$ cat src/rtl/mux4_rr_arbiter_if.sv
// ---------------------------------------------------------------------------
// mux4_rr_arbiter_if
// Bundle between the requesters and the round-robin arbiter that drives the
// MUX_4 select input.
//   req    [3:0] : request vector, bit i = requester i, level-held
//   grant  [3:0] : one-hot grant, all zero when idle
//   select [1:0] : index of current/last owner, drives the MUX_4 select
//   busy         : high while any grant is active
//   lock         : (ARB_LOCK_EN only) owner asks to keep the mux past MAX_HOLD
// Modports: master = requester side, slave = arbiter side.
// Optional feature macro: ARB_LOCK_EN
// ---------------------------------------------------------------------------
interface mux4_rr_arbiter_if;
  logic [3:0] req;
  logic [3:0] grant;
  logic [1:0] select;
  logic       busy;
`ifdef ARB_LOCK_EN
  logic       lock;
`endif

  modport master (
    output req,
    input  grant,
    input  select,
    input  busy
`ifdef ARB_LOCK_EN
    ,
    output lock
`endif
  );

  modport slave (
    input  req,
    output grant,
    output select,
    output busy
`ifdef ARB_LOCK_EN
    ,
    input  lock
`endif
  );
endinterface

$ cat src/rtl/mux4_rr_arbiter.sv
// ---------------------------------------------------------------------------
// mux4_rr_arbiter
// Round-robin arbiter sharing the 4:1 MUX_4 datapath between four
// requesters. Each owner keeps the grant for at most MAX_HOLD cycles; at a
// release point the next requester after the owner wins on the same edge.
// Ports:
//   clk   : rising-edge clock
//   reset : asynchronous, active-high reset
//   bus   : mux4_rr_arbiter_if.slave (req in; grant/select/busy out;
//           lock in when ARB_LOCK_EN is defined)
// Parameters:
//   MAX_HOLD : maximum consecutive cycles for one owner (>= 1)
//   CNT_W    : hold counter width, must hold MAX_HOLD-1
// Optional feature macro: ARB_LOCK_EN (owner lock suppresses MAX_HOLD expiry)
// All outputs are registered.
// ---------------------------------------------------------------------------
module mux4_rr_arbiter #(
  parameter int MAX_HOLD = 4,
  parameter int CNT_W    = 3
) (
  input  logic               clk,
  input  logic               reset,
  mux4_rr_arbiter_if.slave   bus
);

  typedef enum logic [0:0] {
    ST_IDLE  = 1'b0,
    ST_GRANT = 1'b1
  } state_t;

  localparam logic [CNT_W-1:0] HOLD_LAST = CNT_W'(MAX_HOLD - 1);

  // Returns {found, index}: first set request scanning ptr+1, ptr+2, ptr+3, ptr.
  // The loop runs from the farthest offset down so the nearest hit wins.
  function automatic logic [2:0] rr_pick(input logic [3:0] i_req, input logic [1:0] i_ptr);
    logic [2:0] res;
    logic [1:0] idx;
    res = 3'b000;
    for (int k = 4; k >= 1; k--) begin
      idx = i_ptr + 2'(k);
      if (i_req[idx]) begin
        res = {1'b1, idx};
      end else begin
        res = res;
      end
    end
    return res;
  endfunction

  state_t           r_state,    w_state;
  logic [3:0]       r_grant,    w_grant;
  logic [1:0]       r_select,   w_select;
  logic             r_busy,     w_busy;
  logic [1:0]       r_ptr,      w_ptr;
  logic [CNT_W-1:0] r_hold_cnt, w_hold_cnt;

  logic [2:0]       w_pick;
  logic             w_owner_req;
  logic             w_lock_hold;
  logic             w_at_last;
  logic             w_release;

  // Next-state and next-output decode for the arbitration FSM.
  always_comb begin
    w_state    = r_state;
    w_grant    = r_grant;
    w_select   = r_select;
    w_busy     = r_busy;
    w_ptr      = r_ptr;
    w_hold_cnt = r_hold_cnt;

    // In GRANT the pointer is the owner, so searching from it gives priority
    // to every other requester and re-grants the owner only if it is alone.
    // A dropped owner request is already 0, so no extra masking is needed.
    w_pick      = rr_pick(bus.req, r_ptr);
    w_owner_req = bus.req[r_ptr];
`ifdef ARB_LOCK_EN
    w_lock_hold = bus.lock & w_owner_req;
`else
    w_lock_hold = 1'b0;
`endif
    w_at_last = (r_hold_cnt == HOLD_LAST);
    w_release = (~w_owner_req) | (w_at_last & ~w_lock_hold);

    case (r_state)
      ST_IDLE: begin
        if (w_pick[2]) begin
          w_state    = ST_GRANT;
          w_grant    = 4'b0001 << w_pick[1:0];
          w_select   = w_pick[1:0];
          w_busy     = 1'b1;
          w_ptr      = w_pick[1:0];
          w_hold_cnt = '0;
        end else begin
          w_state  = ST_IDLE;
          w_grant  = 4'b0000;
          w_busy   = 1'b0;
        end
      end
      ST_GRANT: begin
        if (!w_release) begin
          // Saturate while a lock keeps the owner past its last hold cycle.
          if (!w_at_last) begin
            w_hold_cnt = r_hold_cnt + CNT_W'(1);
          end else begin
            w_hold_cnt = r_hold_cnt;
          end
        end else if (w_pick[2]) begin
          w_state    = ST_GRANT;
          w_grant    = 4'b0001 << w_pick[1:0];
          w_select   = w_pick[1:0];
          w_busy     = 1'b1;
          w_ptr      = w_pick[1:0];
          w_hold_cnt = '0;
        end else begin
          // select keeps the last owner so the mux input does not glitch.
          w_state    = ST_IDLE;
          w_grant    = 4'b0000;
          w_busy     = 1'b0;
          w_hold_cnt = '0;
        end
      end
      default: begin
        w_state    = ST_IDLE;
        w_grant    = 4'b0000;
        w_busy     = 1'b0;
        w_hold_cnt = '0;
      end
    endcase
  end

  // State and output registers; ptr resets to 3 so requester 0 wins first.
  always_ff @(posedge clk or posedge reset) begin
    if (reset) begin
      r_state    <= ST_IDLE;
      r_grant    <= 4'b0000;
      r_select   <= 2'b00;
      r_busy     <= 1'b0;
      r_ptr      <= 2'd3;
      r_hold_cnt <= '0;
    end else begin
      r_state    <= w_state;
      r_grant    <= w_grant;
      r_select   <= w_select;
      r_busy     <= w_busy;
      r_ptr      <= w_ptr;
      r_hold_cnt <= w_hold_cnt;
    end
  end

  assign bus.grant  = r_grant;
  assign bus.select = r_select;
  assign bus.busy   = r_busy;

endmodule

$ cat src/flat_wrapper.sv
// flat-port wrapper written by rule: the top's interface ports become plain ports
module mux4_rr_arbiter_flat 
#(
  parameter int MAX_HOLD = 4,
  parameter int CNT_W    = 3
)
  (clk, reset, bus_req, bus_grant, bus_select, bus_busy);
  mux4_rr_arbiter_if bus_i ();
  input  logic clk;
  input  logic reset;
  input wire logic [$bits(bus_i.req)-1:0] bus_req;
  output wire logic [$bits(bus_i.grant)-1:0] bus_grant;
  output wire logic [$bits(bus_i.select)-1:0] bus_select;
  output wire logic [$bits(bus_i.busy)-1:0] bus_busy;
  assign bus_i.req = bus_req;
  assign bus_grant = bus_i.grant;
  assign bus_select = bus_i.select;
  assign bus_busy = bus_i.busy;
  mux4_rr_arbiter #(.MAX_HOLD(MAX_HOLD), .CNT_W(CNT_W)) u_core (.clk(clk), .reset(reset), .bus(bus_i));
endmodule
$ cat config.mk
export PLATFORM = sky130hd
export DESIGN_NAME = mux4_rr_arbiter_flat
export DESIGN_NICKNAME = d
export VERILOG_FILES = /design/src/rtl/mux4_rr_arbiter_if.sv /design/src/rtl/mux4_rr_arbiter.sv /design/src/flat_wrapper.sv
export SDC_FILE = /design/constraint.sdc
export NUM_CORES = 1
export LEC_CHECK = 0
export CAP_MARGIN = 5
export CORE_MARGIN = 2
export CORE_UTILIZATION = 44
export DETAILED_ROUTE_END_ITERATION = 10
export GPL_TIMING_DRIVEN = 0
export PLACE_DENSITY_LB_ADDON = 0.3
export SETUP_SLACK_MARGIN = 0.15
export SYNTH_ARGS = -nofsm -noshare
export SYNTH_HDL_FRONTEND = slang
export SYNTH_SLANG_ARGS = --single-unit
$ cat constraint.sdc
create_clock -name clk -period 1.93 [get_ports clk]
set_input_delay 0.579 -clock clk [delete_from_list [all_inputs] [get_ports clk]]
set_output_delay 0.579 -clock clk [all_outputs]
set_load 0.1 [all_outputs]
==> flow_summary.ini, run 1 <==
[clocking]
cts_tree = done
ctsLongestPathBuffers = 2
cts-root-buf = clkbuf_4
holdBufCountCts = 0
cts_inserted_buffers = 3
cts_sinks = 13
clk_latency_ns = 0.29
clkTransAtPathRegs_ns = 0.09
h-tree-depth = 1

[sta]
rsz0062_at_grt = true
clock_skew_ns = 0.002760
hold_viol = 0
timing.hold.ws_ns = 0.4810
fin_tns_setup_ns = 0
setup_viol = 0
slew_viol_final = 0
relSlewSlack = 0.6126
max_slew.worst_pin.slew_ns = 0.5768
finalCritPeriodShare = 0.9873
min_period_ns = 1.906
fmax_mhz = 524.8

[global_route]
antenna_found_initial = 0
grt_max_degree = 14
grt_overflow = 0
grt_usage = 0.1600
grt_first_pass_wirelength_um = 2152
grt_pass1_vias = 465

[layout]
final_util = 0.6179
num_antenna_cells = 0
synthToLayoutAreaGrowth_pct = 31.45
drive_gt1_frac = 0.5063
nNetsFinal = 88
final_cells = 95

[synthesis]
syn_avg_cell_area_um2 = 12.42
ys_top_cells_by_area = dfrtp_1 39%, mux2_4 8.5%, dfstp_2 7.4%, a22o_1 3.7%, ha_1 3.5%
synth_warnings = 0
synth_edf_count = 0
ys_seq_area_frac = 0.4629
async_reset_ff_frac = 1.000
yosysTopAreaCell = dfrtp_1
synth_commonest_cells = 11 x dfrtp_1, 4 x mux2_4, 4 x nand2_1, 4 x nand2b_1, 4 x nor2_1
yosysMostFrequentCell = dfrtp_1
synth_top_area_frac = 0.3887
synth_ff_type = dfrtp_1
syn_inst = 57
synth_nets = 65
ys_types = 27
ys_ff_latch = 13
netlist_area_um2 = 708.2

[setup_path]
end_kind = register
cp_data_required_time_ns = 2.11
cp-start-kind = input pin
critPathMaxFanout = 5
crit_arrival_ns = 2.08
criticalPathCategory = input pin to register

[placement]
place.gp.congestion = 0.7004
port-buffer-count = 12
dpl.cell_count = 85
dp_hpwl_um = 915.6

[floorplanning]
coreArea_mm2 = 0.001506
die_height_um = 44.12
io_pins = 13
dieArea_mm2 = 0.001947
initial_core_util = 0.4701
rows = 14
die_x_um = 44.12

[detailed_routing]
vias = 523
wl_um = 1303
drtPass1Iterations = 3
wire_per_inst_um = 13.72
drt-vias-per-instance = 5.505
drt_iter0_markers = 1
drcViolationCount = 0
antenna_left = 0

[status]
outcome = finished clean

[min_path]
hp-class = register to register

[flow_run]
max-cap-violations = 0
==> layout by cell type, fill, tap and decap left out, drive strengths merged, types with 2 or more instances in the layout <==
master / Yosys / layout
nor2: 5 / 5
mux2: 4 / 4
buf: 1 / 13
clkdlybuf4s15: 0 / 2
inv: 4 / 4
dfstp: 2 / 2
ha: 2 / 2
dfrtp: 11 / 11
clkbuf: 0 / 4
a22o: 3 / 3
nand2: 4 / 4
nand2b: 4 / 4
o21ai: 4 / 4
==> through the flow <==
stage / instance area [um2] / worst slack [ns]
floorplan: 708.2 / 0.03164
finish: 930.9 / 0.02450
detailed placement: 848.3 / -0.6036
global placement: 848.3 / -0.5904
CTS: 919.6 / 0.01251
global route: 930.9 / -0.03392
==> cells by family (layout without fill, tap and decap cells) <==
group / Yosys count / in the layout / share of synthesized area
AOI/OAI and AO/OA: 13 / 13 / 0.1643
adders and majority gates: 2 / 2 / 0.03533
buffers and inverters: 5 / 27 / 0.03711
DFF: 13 / 13 / 0.4629
muxes: 5 / 5 / 0.1166
and+or+nand+nor: 19 / 19 / 0.1837
==> per-layer routing <==
layer	vias up	global-route usage	routed length, um
met5	-	0	0
met4	0	0.07273	29
met3	4	0.04898	62
met2	10	0.2382	615
met1	259	0.2135	596
li1	250	-	-
==> critical path, stage by stage <==
cell and delay, ns:
dlygate4sd2_1 0.30, mux4_2 0.47, and3b_1 0.18, buf_6 0.13, nor2_8 0.12, mux2_4 0.31
==> area by class of cell <==
| cell class | count | area, um2 |
|---|---|---|
| clock buffer | 3 | 22.52 |
| multi-input combinational | 39 | 391.6 |
| inverter | 4 | 17.52 |
| clock inverter | 1 | 5.005 |
| tap | 16 | 20.02 |
| timing repair buffer | 18 | 135.1 |
| sequential | 13 | 327.8 |
| fill | 128 | 575.6 |
| buffer | 1 | 11.26 |
==> flip-flops by register name (all words and copies together) (netlist names) <==
signal,count
u_core.bus.grant,4
u_core.r_hold_cnt,3
u_core.bus.select,2
u_core.r_ptr,2
u_core.bus.busy,1
u_core.r_state,1
==> worst paths after layout <==
path	start	to	slack [ns]	cells after the start
max	bus_req[2]	u_core.bus.select[1]$_DFFE_PP0P_	0.02	6
min	u_core.bus.busy$_DFFE_PP0P_	u_core.bus.busy$_DFFE_PP0P_	0.48	1
max reg2reg	u_core.r_ptr[1]$_DFFE_PP1P_	u_core.bus.select[1]$_DFFE_PP0P_	0.03	5
min in group asynchronous	reset	u_core.bus.select[0]$_DFFE_PP0P_	0.60	2
min reg2reg	u_core.bus.busy$_DFFE_PP0P_	u_core.bus.busy$_DFFE_PP0P_	0.48	1
max in group asynchronous	reset	u_core.r_ptr[0]$_DFFE_PP1P_	0.98	2
==> repair_timing <==
| action | in CTS | in global routing |
|---|---|---|
| buffers inserted | 4 | 2 |
| cloned | 0 | 0 |
| setup endpoints to repair | 19 | 18 |
| gates resized for setup | 35 | 16 |
| pin swaps | 1 | 4 |
Power of run 1 is left out: the tool's default activity adds up to more than one toggle a clock period on the data nets, which glitch-free logic cannot reach.
==> inputs of run 2 (changes only) <==
Settings changed: CELL_PAD_IN_SITES_DETAIL_PLACEMENT set to 2, CELL_PAD_IN_SITES_GLOBAL_PLACEMENT set to 2, CORE_UTILIZATION 44 to 29.
==> flow_summary.ini, run 2 (synthesized netlist as in run 1, its figures left out) <==
[global_route]
grt_first_pass_wirelength_um = 2780
antenna_found_initial = 0
grt_usage = 0.1390
grt_max_degree = 14
grt_overflow = 0
grt_pass1_vias = 596

[detailed_routing]
drt_iter0_markers = 6
vias = 533
wire_per_inst_um = 14.96
drcViolationCount = 0
antenna_left = 0
drt-vias-per-instance = 4.981
wl_um = 1601
drtPass1Iterations = 2

[sta]
rsz0062_at_grt = true
finalCritPeriodShare = 0.9936
slew_viol_final = 0
setup_viol = 0
max_slew.worst_pin.slew_ns = 0.5474
fin_tns_setup_ns = 0
relSlewSlack = 0.6323
fmax_mhz = 521.5
timing.hold.ws_ns = 0.4921
min_period_ns = 1.918
worst_slack_ns = 0.01239
hold_viol = 0
clock_skew_ns = 0.003322

[placement]
dp_slack_ns = -0.6230
place.gp.congestion = 0.7044
dpl.cell_count = 97
port-buffer-count = 12
dp_hpwl_um = 1161
post_dp_cell_area_um2 = 863.3

[layout]
drive_gt1_frac = 0.5063
fin_area_um2 = 937.1
final_cells = 107
largest_reg_flops = 4
layout_commonest_cell = dfrtp_1
final_cell_mix = 11 x dfrtp_1, 6 x buf_2, 5 x buf_4
final_util = 0.4156
num_antenna_cells = 0
nNetsFinal = 88
fillCellCount = 261
synthToLayoutAreaGrowth_pct = 32.33

[min_path]
hp-class = register to register

[clocking]
cts-root-buf = clkbuf_4
clk_latency_ns = 0.27
cts_sinks = 13
clkTransAtPathRegs_ns = 0.08
cts_inserted_buffers = 3
h-tree-depth = 1
cts_tree = done
ctsLongestPathBuffers = 2

[floorplanning]
io_pins = 13
die_x_um = 53.42
rows = 17
dieArea_mm2 = 0.002853
die_height_um = 53.42
coreArea_mm2 = 0.002255
initial_core_util = 0.3141

[power_and_ir_drop]
p_leak_nw = 0.4156
power_density_mw_per_mm2 = 1923
power_mw = 1.802
ir_drop_v = 0.0008770

[setup_path]
crit_slowest_cell = dfstp_2
cp_data_required_time_ns = 2.09
critPathMaxFanout = 5
rrSetupSlack_ns = 0.01
end_kind = register
crit_chain = mux4_2, and3b_1, buf_6, nor2_8, mux2_4
max_stage_delay_ns = 0.55
cp-start-kind = register
crit_arrival_ns = 2.08
criticalPathCategory = register to register

[flow_run]
max-cap-violations = 0

[status]
outcome = finished clean
## run 2: changes by cell type in the layout (fill, tap and decap cells not counted), sizes merged
cell,before,now
dlygate4sd2,1,0
clkdlybuf4s15,2,3
clkbuf,4,5
clkinv,1,0
## run 2: critical path, delay by kind of cell, from the launching register on
family | cells | cell delay [ns]
DFF | 1 | 0.55
buffers and inverters | 1 | 0.14
muxes | 2 | 0.81
and+or+nand+nor | 2 | 0.31
## run 2: final cells by class
cell class              instances  area (um2)  share of cell area
multi-input cells              39       381.6              0.4072
flip-flops and latches         13       327.8              0.3498
clock buffers                   4       26.28             0.02804
plain buffers                   1       11.26             0.01202
repair buffers                 18       137.6              0.1469
well taps                      28       35.03             0.03738
inverters                       4       17.52             0.01869
## run 2: routing by layer
layer / vias to the layer above / global-route usage / part of all wire
met5: - / 0 / 0
met4: 0 / 0.06410 / 0.0087
met3: 2 / 0.02542 / 0.035
met2: 7 / 0.2099 / 0.49
met1: 273 / 0.1896 / 0.47
li1: 251 / - / -
## run 2: path summary, 6_finish.rpt
check,start,to,cells past startpoint
setup / recovery,u_core.r_ptr[1]$_DFFE_PP1P_,u_core.bus.select[1]$_DFFE_PP0P_,5
hold / removal,u_core.bus.busy$_DFFE_PP0P_,u_core.bus.busy$_DFFE_PP0P_,1
setup reg to reg,u_core.r_ptr[1]$_DFFE_PP1P_,u_core.bus.select[1]$_DFFE_PP0P_,5
hold reg to reg,u_core.bus.busy$_DFFE_PP0P_,u_core.bus.busy$_DFFE_PP0P_,1
max in group asynchronous,reset,u_core.r_ptr[1]$_DFFE_PP1P_,2
min in group asynchronous,reset,u_core.bus.select[0]$_DFFE_PP0P_,2
## run 2: timing repair
action,CTS,global route
hold buffers,0,0
setup buffers,5,1
resized for setup,36,16
hold endpoints to repair,0,0
pin swaps,4,1
setup endpoints to repair,19,19
## run 2: power breakdown
group | total (mW) | internal (mW) | switching [mW] | leakage [nW]
clock network | 0.172 | 0.0800 | 0.0916 | 0.0150
logic | 1.17 | 0.441 | 0.730 | 0.246
registers | 0.459 | 0.390 | 0.0688 | 0.155
Power figures use the tool's default switching activity.
